$ cat src/rtl/seg7_display.sv
// Eight-digit, common-anode seven-segment display driver.
// It shows a 16-bit word either as 4 hex digits or as up to 5 unsigned decimal digits.
// A sequential double-dabble converter produces the decimal digits.
// Hex and decimal output both come from the same shadow copy, so the two views always agree.
module seg7_display #(
    parameter int unsigned SCAN_DIV = 50000
) (
    input  logic        clk,
    input  logic        rst,
    input  logic [15:0] value,
    input  logic        dec_mode,
    output logic [7:0]  an,
    output logic [7:0]  seg,
    output logic        busy
);

    typedef enum logic [0:0] {StIdle, StConv} state_e;

    localparam logic [15:0] PreMax = 16'(SCAN_DIV - 1);

    state_e      state_q, state_d;
    logic [15:0] shadow_q, shadow_d;
    logic [15:0] cap_q, cap_d;
    logic [15:0] bin_q, bin_d;
    logic [19:0] acc_q, acc_d;
    logic [19:0] bcd_q, bcd_d;
    logic [3:0]  cnt_q, cnt_d;
    logic [15:0] pre_q;
    logic [2:0]  idx_q;

    logic [19:0] acc_adj;
    logic [35:0] step;
    logic [3:0]  digit;
    logic        blank;

    function automatic logic [7:0] encode(input logic [3:0] d);
        logic [7:0] s;
        case (d)
            4'h0: s = 8'hC0;
            4'h1: s = 8'hF9;
            4'h2: s = 8'hA4;
            4'h3: s = 8'hB0;
            4'h4: s = 8'h99;
            4'h5: s = 8'h92;
            4'h6: s = 8'h82;
            4'h7: s = 8'hF8;
            4'h8: s = 8'h80;
            4'h9: s = 8'h90;
            4'hA: s = 8'h88;
            4'hB: s = 8'h83;
            4'hC: s = 8'hC6;
            4'hD: s = 8'hA1;
            4'hE: s = 8'h86;
            default: s = 8'h8E;
        endcase
        return s;
    endfunction

    // One double-dabble step: add 3 to every BCD nibble >= 5, then shift {acc, bin} left by one.
    always_comb begin
        acc_adj = acc_q;
        for (int i = 0; i < 5; i++) begin
            if (acc_q[4*i +: 4] >= 4'd5) begin
                acc_adj[4*i +: 4] = acc_q[4*i +: 4] + 4'd3;
            end
        end
        step = {acc_adj, bin_q} << 1;
    end

    // Converter next state. In IDLE, a new conversion starts whenever value differs from shadow.
    always_comb begin
        state_d  = state_q;
        shadow_d = shadow_q;
        cap_d    = cap_q;
        bin_d    = bin_q;
        acc_d    = acc_q;
        bcd_d    = bcd_q;
        cnt_d    = cnt_q;
        unique case (state_q)
            StIdle: begin
                if (value != shadow_q) begin
                    bin_d   = value;
                    cap_d   = value;
                    acc_d   = '0;
                    cnt_d   = '0;
                    state_d = StConv;
                end
            end
            StConv: begin
                acc_d = step[35:16];
                bin_d = step[15:0];
                cnt_d = cnt_q + 4'd1;
                if (cnt_q == 4'd15) begin
                    bcd_d    = step[35:16];
                    shadow_d = cap_q;
                    state_d  = StIdle;
                end
            end
            default: state_d = StIdle;
        endcase
    end

    // Converter registers. A reset discards any partial conversion.
    always_ff @(posedge clk) begin
        if (rst) begin
            state_q  <= StIdle;
            shadow_q <= '0;
            cap_q    <= '0;
            bin_q    <= '0;
            acc_q    <= '0;
            bcd_q    <= '0;
            cnt_q    <= '0;
        end else begin
            state_q  <= state_d;
            shadow_q <= shadow_d;
            cap_q    <= cap_d;
            bin_q    <= bin_d;
            acc_q    <= acc_d;
            bcd_q    <= bcd_d;
            cnt_q    <= cnt_d;
        end
    end

    // Scan prescaler. The digit index advances once every SCAN_DIV cycles.
    always_ff @(posedge clk) begin
        if (rst) begin
            pre_q <= '0;
            idx_q <= '0;
        end else if (pre_q == PreMax) begin
            pre_q <= '0;
            idx_q <= idx_q + 3'd1;
        end else begin
            pre_q <= pre_q + 16'd1;
        end
    end

    // Digit selection. In decimal mode, leading zeros are blanked, but digit 0 always shows.
    always_comb begin
        digit = 4'd0;
        blank = 1'b1;
        unique case (idx_q)
            3'd0: begin
                digit = dec_mode ? bcd_q[3:0] : shadow_q[3:0];
                blank = 1'b0;
            end
            3'd1: begin
                digit = dec_mode ? bcd_q[7:4] : shadow_q[7:4];
                blank = dec_mode && (bcd_q[19:4] == 16'd0);
            end
            3'd2: begin
                digit = dec_mode ? bcd_q[11:8] : shadow_q[11:8];
                blank = dec_mode && (bcd_q[19:8] == 12'd0);
            end
            3'd3: begin
                digit = dec_mode ? bcd_q[15:12] : shadow_q[15:12];
                blank = dec_mode && (bcd_q[19:12] == 8'd0);
            end
            3'd4: begin
                digit = bcd_q[19:16];
                blank = !dec_mode || (bcd_q[19:16] == 4'd0);
            end
            default: begin
                digit = 4'd0;
                blank = 1'b1;
            end
        endcase
    end

    // Registered anode and segment drive. A blank digit keeps its anode on and turns off all segments.
    always_ff @(posedge clk) begin
        if (rst) begin
            an  <= 8'hFF;
            seg <= 8'hFF;
        end else begin
            an  <= ~(8'd1 << idx_q);
            seg <= blank ? 8'hFF : encode(digit);
        end
    end

    assign busy = (state_q == StConv);

endmodule
$ cat config.mk
export PLATFORM = sky130hd
export DESIGN_NAME = seg7_display
export DESIGN_NICKNAME = d
export VERILOG_FILES = /design/src/rtl/seg7_display.sv
export SDC_FILE = /design/constraint.sdc
export NUM_CORES = 1
export LEC_CHECK = 0
export CAP_MARGIN = 20
export CORE_MARGIN = 3
export CORE_UTILIZATION = 64
export CTS_CLUSTER_SIZE = 10
export DETAILED_ROUTE_END_ITERATION = 8
export HOLD_SLACK_MARGIN = 0.15
export PLACE_DENSITY = 0.9
export REMOVE_ABC_BUFFERS = 1
export SLEW_MARGIN = 20
export SYNTH_ARGS = -nofsm -noshare
export SYNTH_HDL_FRONTEND = slang
export SYNTH_SLANG_ARGS = --single-unit
$ cat constraint.sdc
create_clock -name clk -period 6.4 [get_ports clk]
set_input_delay 1.28 -clock clk [delete_from_list [all_inputs] [get_ports clk]]
set_output_delay 1.28 -clock clk [all_outputs]
set_load 0.03 [all_outputs]
# Word level (Yosys, flattened, before mapping)
# Memory sizes are Yosys's and may differ from the RTL's. A register that Yosys moved wholly into a read port is not among the register bits.
# Cells that the tools add are included.
[op_classes]
add_sub_neg = 8
order_cmp = 5
n_eq_ne = 8
n_shift = 1
mux = 20
bitwise = 2
n_reduce_logical = 14
[ops]
columns = ["op", "count"]
rows = [
  ["case mux 20 bit (2 select lines)", 1],
  ["two-way mux 4 bit", 9],
  ["case mux 16 bit (2 select lines)", 1],
  [">= comparator 4 x 3 -> 1 bit (second input constant)", 5],
  ["two-way mux 20 bit", 1],
  ["case mux 4 bit (5 select lines)", 1],
  ["adder 16 x 1 -> 16 bit (second input constant)", 1],
  ["adder 4 x 2 -> 4 bit (second input constant)", 4],
  ["equality test 16 bit (second input constant)", 1],
  ["logical NOT 16 bit", 1],
  ["two-way mux 16 bit", 1],
  ["inequality test 16 bit", 1],
  ["logical NOT 12 bit", 1],
  ["logical NOT 8 bit", 1],
  ["NOT 8 bit", 1],
  ["case mux 4 bit (2 select lines)", 1],
  ["left shift 1 x 3 -> 8 bit (first input constant)", 1],
  ["equality test 3 x 2 -> 1 bit (second input constant)", 2],
  ["case mux 1 bit (5 select lines)", 1],
  ["adder 4 x 1 -> 4 bit (second input constant)", 1],
  ["equality test 4 bit (second input constant)", 1],
  ["logical NOT 4 bit", 1],
  ["AND reduction 2 bit", 2],
  ["OR reduction 2 bit", 2],
  ["other kinds (13)", 16],
]
[word_totals]
regBits = 128
rom_bits = 112
input_bits = 19
n_memories = 1
[mem_list]
columns = ["name", "words", "width", "read_ports", "rd_ports_with_merged_regs", "write_ports", "line", "text"]
rows = [
  ["(name not given)", 16, 7, 1, 1, 0, "38", "case (d)"],
]

# Depth between registers and ports, before layout
# Gate-level depths: netlist of run 1.
[depth]
word_depth = 4
mapped_depth = 11
mapped_depth_nobuf = 10

# Worst setup path after synthesis of run 1
# Ideal clock, no wire load.
[synth_path]
path_kind = "in2reg"
start = "in dec_mode"
end = "reg seg[4]"
setup_ns = 0.096
arrival_ns = 3.140
required_ns = 6.304
slack_ns = 3.164
cell_stages = 8
n_path_buf = 2
path_cell_list = "buf_6 buf_2 mux2_2 a22o_1 a221o_1 ha_1 mux2_4 o311ai_1"
[synth_between]
elab_chain_cells = 4
word_cells_on_any_way = 12
cone_classes = "mux (6); reduce/logical (6)"
[synth_rtl]
columns = ["item", "line", "text"]
rows = [
  ["start: declaration", "11", "input logic dec_mode,"],
  ["logical NOT 1 bit", "160", "blank = !dec_mode || (bcd_q[19:16] == 4'd0);"],
  ["logical OR 1 bit", "160", ""],
  ["case mux 1 bit (5 select lines)", "141", "unique case (idx_q)"],
  ["OR reduction 2 bit (no line)", "-", ""],
  ["end: declaration", "13", "output logic [7:0] seg,"],
]
# Several ways; a longest one is shown, not always the timed one.
# A chain may end at the register's enable or synchronous reset.

# Worst setup path in the final report of run 1
# Ends and elaborated chain as after synthesis.

==> results of run 1 <==
## path summary, 6_finish.rpt
check	endpoint	slack, ps	cells after the start
setup reg to reg	seg[4]	3620	7
hold / removal	shadow_q[5]	450	2
setup / recovery	seg[4]	2660	6
hold reg to reg	shadow_q[5]	450	2
## cells by family after synthesis
kind of cell / count (synthesis) / share of synthesized area, %
AOI/OAI and AO/OA: 157 / 16.9
xor gates and xnor gates: 37 / 5.48
adders and majority gates: 23 / 4.86
buffers and inverters: 61 / 4.33
DFF: 127 / 43.0
muxes: 28 / 5.12
other: 1 / 0.0634
and+or+nand+nor: 259 / 20.3
## through the flow
stage          hold WS (ps)  setup WS (ps)
2_1_floorplan           413           2770
3_3_place_gp            425           2380
3_5_place_dp            442           2220
4_1_cts                 451           2750
5_1_grt                 481           2580
6_report                454           2660
## registers in the layout, summed over array words and instances, names as in the netlist
name / flops
acc_q: 20
an: 8
bcd_q: 20
bin_q: 16
busy: 1
cap_q: 16
cnt_q: 4
idx_q: 3
pre_q: 16
seg: 7
shadow_q: 16
## worst reg2reg max path, delay by kind of cell (launching register included)
family                   cells  cell delay (ps)
AO/OA/AOI/OAI                3              870
multiplexers                 1              280
buffers and inverters        1              240
adder cells (fa/ha/maj)      2              670
flip-flops                   1              630
## metal layers
layer	wire (µm)	GRT usage (%)	up-vias
met5	0	0	-
met2	7010	48.9	239
met3	1220	7.03	52
met1	6230	38.8	2520
li1	-	-	2464
met4	412	10.6	0
## synth_stat cells, drive strengths merged, types with 2 or more instances
cell and count:
and3 21, nor2 37, a221oi 3, nor3 6, a221o 16, ha 23
nand2b 13, buf 14, inv 17, a22oi 7, dfxtp 127, nand3 26
a311oi 5, a211oi 7, o21ai 24, nor2b 5, nand2 124, o32ai 3
nor4 5, mux2i 16, clkbuf 29, xnor2 27, and4 2, xor2 10
nand4 10, nor3b 3, a21oi 78, o211ai 2, o221ai 4, and2 4
mux2 12
## layout make-up
| cell class | instances | area, µm² | share of cell area (%) |
|---|---|---|---|
| repair buffers | 42 | 395 | 5.80 |
| clock buffers | 19 | 442 | 6.48 |
| well taps | 108 | 135 | 1.98 |
| clock inverters | 13 | 114 | 1.67 |
| flip-flops and latches | 127 | 2540 | 37.3 |
| multi-input cells | 505 | 3120 | 45.8 |
| inverters | 18 | 67.6 | 0.991 |
## power breakdown
group / internal, mW / switching [mW] / leakage [nW]
sequential: 0.808 / 0.00906 / 1.03
combinational: 0.0404 / 0.0623 / 1.25
clock: 0.534 / 0.359 / 0.262
total: 1.38 / 0.431 / 2.54
==> results.json, run 1 <==
{
  "initial_utilization_pct": 66.9,
  "route.detailed.vias_per_inst": 6.34,
  "areaGrowthSynthToFinish_pct": 15.2,
  "timing.final.setup_violations": 0,
  "drive_above_1_share_pct": 7.87,
  "cts-buffers-inserted": 17,
  "min_from": "cap_q[5]",
  "final_design_area_no_fill_um2": 6820,
  "ys_seq_elements": 127,
  "worst_setup_path_startpoint": "dec_mode",
  "final_cell_mix": "dfxtp_1, nand2_1, a21oi_1",
  "row_count": 34,
  "drt_drc_violations_left": 0,
  "clkLatencyLatePin_ps": 520,
  "synth_flop_cell": "dfxtp_1",
  "clock_sink_count": 127,
  "synth_warnings": 0,
  "number_of_antenna_violations_at_the_first_check_in_global_routing": 0,
  "hpwlAfterDp_mm": 9.44,
  "report.final.slew_viol_count": 0,
  "synth_cells": 693,
  "chipHeight_um": 102,
  "top_level_ports": 36,
  "final_core_utilization_pct": 77.1,
  "place_inst": 800,
  "antenna_violating_nets_post_route": 0,
  "diodes": 0,
  "rr_startpoint": "idx_q[2]",
  "routed_wirelength_mm": 14.9,
  "core_region_area_um2": 8850,
  "final_common_cell": "dfxtp_1",
  "cts_max_level": 4,
  "grt_setup_unrepaired": "false",
  "grt-ovfl-total": 0,
  "start_kind": "primary input",
  "fin_setup_tns_ps": 0,
  "groute.usage.overall_pct": 29.9,
  "die_area_um2": 10400,
  "timing.max_slew.rel_slack_pct": 26.5,
  "skew_ps": 7.60,
  "fmaxAchievable_mhz": 267,
  "power_per_unit_of_standard_cell_area_nw_per_um2": 266,
  "endpoint_kind": "flip-flop",
  "async_flop_share_pct": 0,
  "num_vias": 5275,
  "nets": 753,
  "finalWeightedCongestion": 0.988,
  "worst_pin_slew_ps": 1090,
  "min_path_type": "flip-flop to flip-flop",
  "final_period_utilization_pct": 58.5,
  "synth.avg_cell_area_um2": 8.54,
  "max-clock-path-buffers": 2,
  "power.static_leakage_nw": 2.54,
  "synth_largest_area_cell": "dfxtp_1",
  "wire_per_inst_um": 17.9,
  "wire_length_of_the_first_global_routing_pass_mm": 24.5,
  "fin_crit_ps": 3740,
  "critical_path_class": "primary input to flip-flop",
  "post_synthesis_sequential_area_ratio_pct": 43.0,
  "run_status": "finished clean",
  "via_count_of_the_first_global_routing_pass": 5041,
  "peakVddDrop_mv": 0.171,
  "worst_setup_hold_path_clk_slew_ps": 60,
  "crit_chain": "clkdlybuf4s50_1 -> mux2_2 -> a222oi_1 -> and2_1 -> mux2_4 -> o311ai_1",
  "cts_tree": "built",
  "synth_top_cell_area_share_pct": 43.0,
  "critical_path.n_buffers_inverters": 1,
  "post_synth_num_cell_types": 50,
  "final_cells": 832,
  "die_width_um": 102,
  "root_buffer": "clkbuf_8",
  "grt_max_degree": 83,
  "hold_viol_final": 0,
  "worstPathMaxFanout": 18,
  "fillCellCount": 582,
  "buffer_ports.inserted": 34,
  "critical-path-max-stage-delay_ps": 950,
  "p_total_mw": 1.81,
  "crit_path_top_delay_cell": "clkdlybuf4s50_1",
  "critical_path_at_ps": 4150,
  "crit_family": "buffers and inverters",
  "synthTopCellsByArea": "dfxtp_1, nand2_1, a21oi_1",
  "post_cts_resize_count": 0,
  "drv_cap": 0,
  "number_of_detailed_routing_iterations_run_before_antenna_repair": 5,
  "timing.critical_path.required_ps": 6810,
  "cts_hold_buf": 0,
  "synth_enable_flop_cells": 0,
  "place_area_um2": 6260,
  "syn-cell-area_um2": 5920,
  "first_iter_violations": 495,
  "postCtsSetupBuffers": 0
}
Power figures use the tool's default switching activity.
==> run 2, diff against run 1 <==
--- a/config.mk
+++ b/config.mk
@@ -7,11 +7,11 @@
 export LEC_CHECK = 0
 export CAP_MARGIN = 20
 export CORE_MARGIN = 3
-export CORE_UTILIZATION = 64
+export CORE_UTILIZATION = 59
 export CTS_CLUSTER_SIZE = 10
 export DETAILED_ROUTE_END_ITERATION = 8
 export HOLD_SLACK_MARGIN = 0.15
-export PLACE_DENSITY = 0.9
+export PLACE_DENSITY = 0.84
 export REMOVE_ABC_BUFFERS = 1
 export SLEW_MARGIN = 20
 export SYNTH_ARGS = -nofsm -noshare
==> constraint.sdc (replaced) <==
create_clock -name clk -period 3.57 [get_ports clk]
set_input_delay 0.714 -clock clk [delete_from_list [all_inputs] [get_ports clk]]
set_output_delay 0.714 -clock clk [all_outputs]
set_load 0.03 [all_outputs]
==> results.json, run 2 (synthesized netlist as in run 1, its figures left out) <==
{
  "run_status": "finished clean",
  "skew_ps": 6.49,
  "fin_setup_tns_ps": 0,
  "top_flop_regs": "acc_q: 20 flops, bcd_q: 20 flops",
  "hold_viol_final": 0,
  "wire_per_inst_um": 16.8,
  "route.detailed.vias_per_inst": 5.95,
  "final_period_utilization_pct": 77.2,
  "fin_crit_ps": 2760,
  "groute.usage.overall_pct": 26.8,
  "hpwlAfterDp_mm": 9.66,
  "areaGrowthSynthToFinish_pct": 17.0,
  "grt_setup_unrepaired": "false",
  "met2WireLength_mm": 6.72,
  "number_of_detailed_routing_iterations_run_before_antenna_repair": 5,
  "worst_setup_hold_path_clk_slew_ps": 60,
  "root_buffer": "clkbuf_8",
  "chipHeight_um": 106,
  "clock_sink_count": 127,
  "first_iter_violations": 433,
  "max-clock-path-buffers": 2,
  "routed_wirelength_mm": 14.4,
  "critical_path_class": "primary input to flip-flop",
  "final_common_cell": "dfxtp_1",
  "antenna_violating_nets_post_route": 0,
  "worst_pin_slew_ps": 766,
  "met3WireLength_mm": 1.04,
  "num_vias": 5095,
  "critical-path-max-stage-delay_ps": 690,
  "critical_path_at_ps": 3180,
  "top_level_ports": 36,
  "crit_chain": "clkdlybuf4s50_1 -> mux2_2 -> a222oi_1 -> buf_4 -> and2_1 -> mux2_4 -> o311ai_1",
  "fillCellCount": 728,
  "highest-signal-layer": "met4",
  "p_total_mw": 3.40,
  "min_path_type": "flip-flop to flip-flop",
  "power.static_leakage_nw": 2.58,
  "grt-ovfl-total": 0,
  "diodes": 0,
  "timing.final.setup_violations": 0,
  "die_width_um": 106,
  "power_per_unit_of_standard_cell_area_nw_per_um2": 491,
  "crit_path_top_delay_cell": "clkdlybuf4s50_1",
  "post_cts_resize_count": 0,
  "number_of_antenna_violations_at_the_first_check_in_global_routing": 0,
  "cts_max_level": 4,
  "drive_above_1_share_pct": 8.24,
  "endpoint_kind": "flip-flop",
  "final_cells": 857,
  "timing.max_slew.rel_slack_pct": 48.9,
  "buffer_ports.inserted": 34,
  "fmaxAchievable_mhz": 363,
  "nets": 757,
  "clkLatencyLatePin_ps": 520,
  "timing.critical_path.required_ps": 3990,
  "via_count_of_the_first_global_routing_pass": 5103,
  "report.final.slew_viol_count": 0,
  "worstPathMaxFanout": 8,
  "finalWeightedCongestion": 0.938,
  "row_count": 35,
  "place_inst": 825,
  "die_area_um2": 11300,
  "cts_tree": "built",
  "drv_cap": 0,
  "peakVddDrop_mv": 0.476,
  "wl_met1_mm": 6.31,
  "initial_utilization_pct": 62.3,
  "drt_drc_violations_left": 0,
  "postCtsSetupBuffers": 0,
  "wire_length_of_the_first_global_routing_pass_mm": 24.6,
  "core_region_area_um2": 9500,
  "grt_max_degree": 74,
  "final_cell_mix": "dfxtp_1, nand2_1, a21oi_1",
  "start_kind": "primary input",
  "cts-buffers-inserted": 17,
  "cts_hold_buf": 0
}
[run 2: layer usage]
metal  up-vias  GRT usage [%]
met4         0           9.99
met1      2392           35.6
met3        30           7.16
li1       2473              -
met5         -              0
met2       200           41.8
[run 2: final timing paths]
path	from	endpoint	slack (ps)	cells past startpoint
max	dec_mode	seg[4]	810	7
min	pre_q[0]	pre_q[0]	450	1
max reg2reg	idx_q[2]	seg[4]	950	7
min reg2reg	pre_q[0]	pre_q[0]	450	1
[run 2: through the flow]
stage                     setup WS (ps)  area (µm²)  util [%]  hold WS (ps)
after floorplan                     229        5730         -           413
after global placement              378        6320      66.5           428
after detailed placement            310        6320      66.5           437
after CTS                           846        6920      72.9           446
after global routing                687        6920      72.9           476
final                               813        6920      72.9           448
[run 2: cell type report]
class                   count  area (µm²)  area share (%)
well taps                 129         161            2.33
inverters                  18        67.6           0.976
clock buffers              20         445            6.43
multi-input cells         505        3120            45.1
flip-flops and latches    127        2540            36.7
clock inverters            12         160            2.31
repair buffers             46         425            6.14
[run 2: critical path, delay by kind of cell]
kind | cells | cell delay [ps]
mux | 2 | 710
buf+inv | 2 | 890
compound gates | 2 | 580
simple gates | 1 | 280
[run 2: power breakdown]
group          switching [mW]  internal [mW]
registers              0.0168           1.45
logic                   0.109         0.0742
clock network           0.643           1.10
total                   0.770           2.63
==> run 3, diff against run 2 <==
==> constraint.sdc (replaced) <==
create_clock -name clk -period 2.6 [get_ports clk]
set_input_delay 0.52 -clock clk [delete_from_list [all_inputs] [get_ports clk]]
set_output_delay 0.52 -clock clk [all_outputs]
set_load 0.03 [all_outputs]
==> results.json, run 3 (synthesized netlist as in run 1, its figures left out) <==
{
  "run_status": "finished clean",
  "route.detailed.vias_per_inst": 5.99,
  "rr_startpoint": "idx_q[0]",
  "routed_wirelength_mm": 15.0,
  "final_cell_mix": "dfxtp_1, nand2_1, a21oi_1",
  "num_vias": 5256,
  "final_critical_path_setup_slack_ps": 193,
  "drv_cap": 0,
  "cts_hold_buf": 0,
  "die_area_um2": 11300,
  "root_buffer": "clkbuf_8",
  "timing.critical_path.required_ps": 2990,
  "place_inst": 845,
  "core_region_area_um2": 9500,
  "final_cells": 877,
  "hold_worst_path_end": "pre_q[0]",
  "multi_input_area_um2": 3120,
  "final_period_utilization_pct": 92.6,
  "via_count_of_the_first_global_routing_pass": 5159,
  "hold_viol_final": 0,
  "timing.max_slew.rel_slack_pct": 47.3,
  "row_count": 35,
  "fin_crit_ps": 2410,
  "crit_chain": "inv_1 -> ha_1 -> a221oi_1 -> a21oi_1 -> a221o_1 -> ha_1 -> nand3b_1 -> mux2i_1 -> a22oi_1",
  "groute.usage.overall_pct": 27.5,
  "p_total_mw": 4.81,
  "areaGrowthSynthToFinish_pct": 20.5,
  "fillCellCount": 695,
  "postCtsSetupBuffers": 0,
  "buffer_ports.inserted": 34,
  "final_common_cell": "dfxtp_1",
  "fmaxAchievable_mhz": 415,
  "timing.final.setup_violations": 0,
  "holdPathStages": 1,
  "min_path_type": "flip-flop to flip-flop",
  "critical_path.n_buffers_inverters": 1,
  "min_from": "pre_q[0]",
  "skew_ps": 9.51,
  "critPathMostFrequentCell": "ha_1",
  "chipHeight_um": 106,
  "wire_length_of_the_first_global_routing_pass_mm": 25.1,
  "diodes": 0,
  "top_flop_regs": "acc_q: 20 flops, bcd_q: 20 flops",
  "cts_tree": "built",
  "worst_setup_hold_path_clk_slew_ps": 60,
  "critical_path_class": "flip-flop to flip-flop",
  "die_width_um": 106,
  "clock_sink_count": 127,
  "cell_depth_of_the_worst_flop_to_flop_path": 9,
  "reg2reg_slack_ps": 190,
  "hpwlAfterDp_mm": 9.97,
  "initial_utilization_pct": 62.3,
  "clkLatencyLatePin_ps": 520,
  "number_of_antenna_violations_at_the_first_check_in_global_routing": 0,
  "endpoint_kind": "flip-flop",
  "critical-path-max-stage-delay_ps": 380,
  "crit_family": "compound AO/OA/AOI/OAI gates",
  "worstPathMaxFanout": 7,
  "nets": 777,
  "peakVddDrop_mv": 0.493,
  "final-seq-area_um2": 2540,
  "worst_pin_slew_ps": 790,
  "drive_above_1_share_pct": 11.1,
  "grt-ovfl-total": 0,
  "cts_max_level": 4,
  "antenna_violating_nets_post_route": 0,
  "top_level_ports": 36,
  "report.final.slew_viol_count": 0,
  "critical_path_at_ps": 2800,
  "hold_ws_ps": 444,
  "number_of_detailed_routing_iterations_run_before_antenna_repair": 6,
  "crit_path_top_delay_cell": "a221o_1",
  "wire_per_inst_um": 17.1,
  "cts-buffers-inserted": 17,
  "drt_drc_violations_left": 0,
  "crit-reg2reg-capture": "seg[0]",
  "grt_max_degree": 65,
  "pre_cts_slack_ps": -291,
  "finalWeightedCongestion": 0.935,
  "start_kind": "flip-flop",
  "first_iter_violations": 323,
  "power_per_unit_of_standard_cell_area_nw_per_um2": 674,
  "grt_setup_unrepaired": "false",
  "power.static_leakage_nw": 2.71,
  "max-clock-path-buffers": 2
}
## run 3: how the worst max path moves through the flow
stage / cells past startpoint / startpoint / end
floorplan: 4 / busy / bcd_q[11]
global route: 9 / idx_q[1] / seg[0]
CTS: 9 / idx_q[0] / seg[0]
finish: 9 / idx_q[0] / seg[0]
detailed placement: 9 / dec_mode / seg[0]
global placement: 8 / dec_mode / seg[4]
## run 3: what timing repair did
| item | in CTS | in global routing |
|---|---|---|
| endpoints found under the setup margin | 0 | 1 |
| resized for setup | 0 | 1 |
| endpoints found under the hold margin | 0 | 0 |
## run 3: power by group
part | total (mW) | leakage (nW) | internal, mW | switching [mW]
sequential | 2.01 | 1.03 | 1.99 | 0.0217
combinational | 0.262 | 1.37 | 0.111 | 0.152
clock | 2.53 | 0.304 | 1.60 | 0.932
## run 3: stage by stage
step                      setup TNS, ps  util, %  instance area (µm²)
final                                 0     75.0                 7130
after global routing                  0     75.0                 7130
after CTS                             0     75.0                 7130
after detailed placement          -1270     68.3                 6490
after global placement            -1110     68.3                 6490
after floorplan                  -41060        -                 5730
## run 3: final cells by class
class                   instances  share of cell area [%]
clock buffers                  18                    6.00
flip-flops and latches        127                    35.7
inverters                      18                   0.948
repair buffers                 66                    8.39
well taps                     129                    2.26
multi-input cells             505                    43.8
clock inverters                14                    2.91
## run 3: routing by layer
layer	track usage (%)	share of wire, %	vias up
li1	-	-	2515
met1	35.8	43	2525
met2	45.4	49	190
met3	6.07	6.4	26
met4	8.79	1.8	0
met5	0	0	-
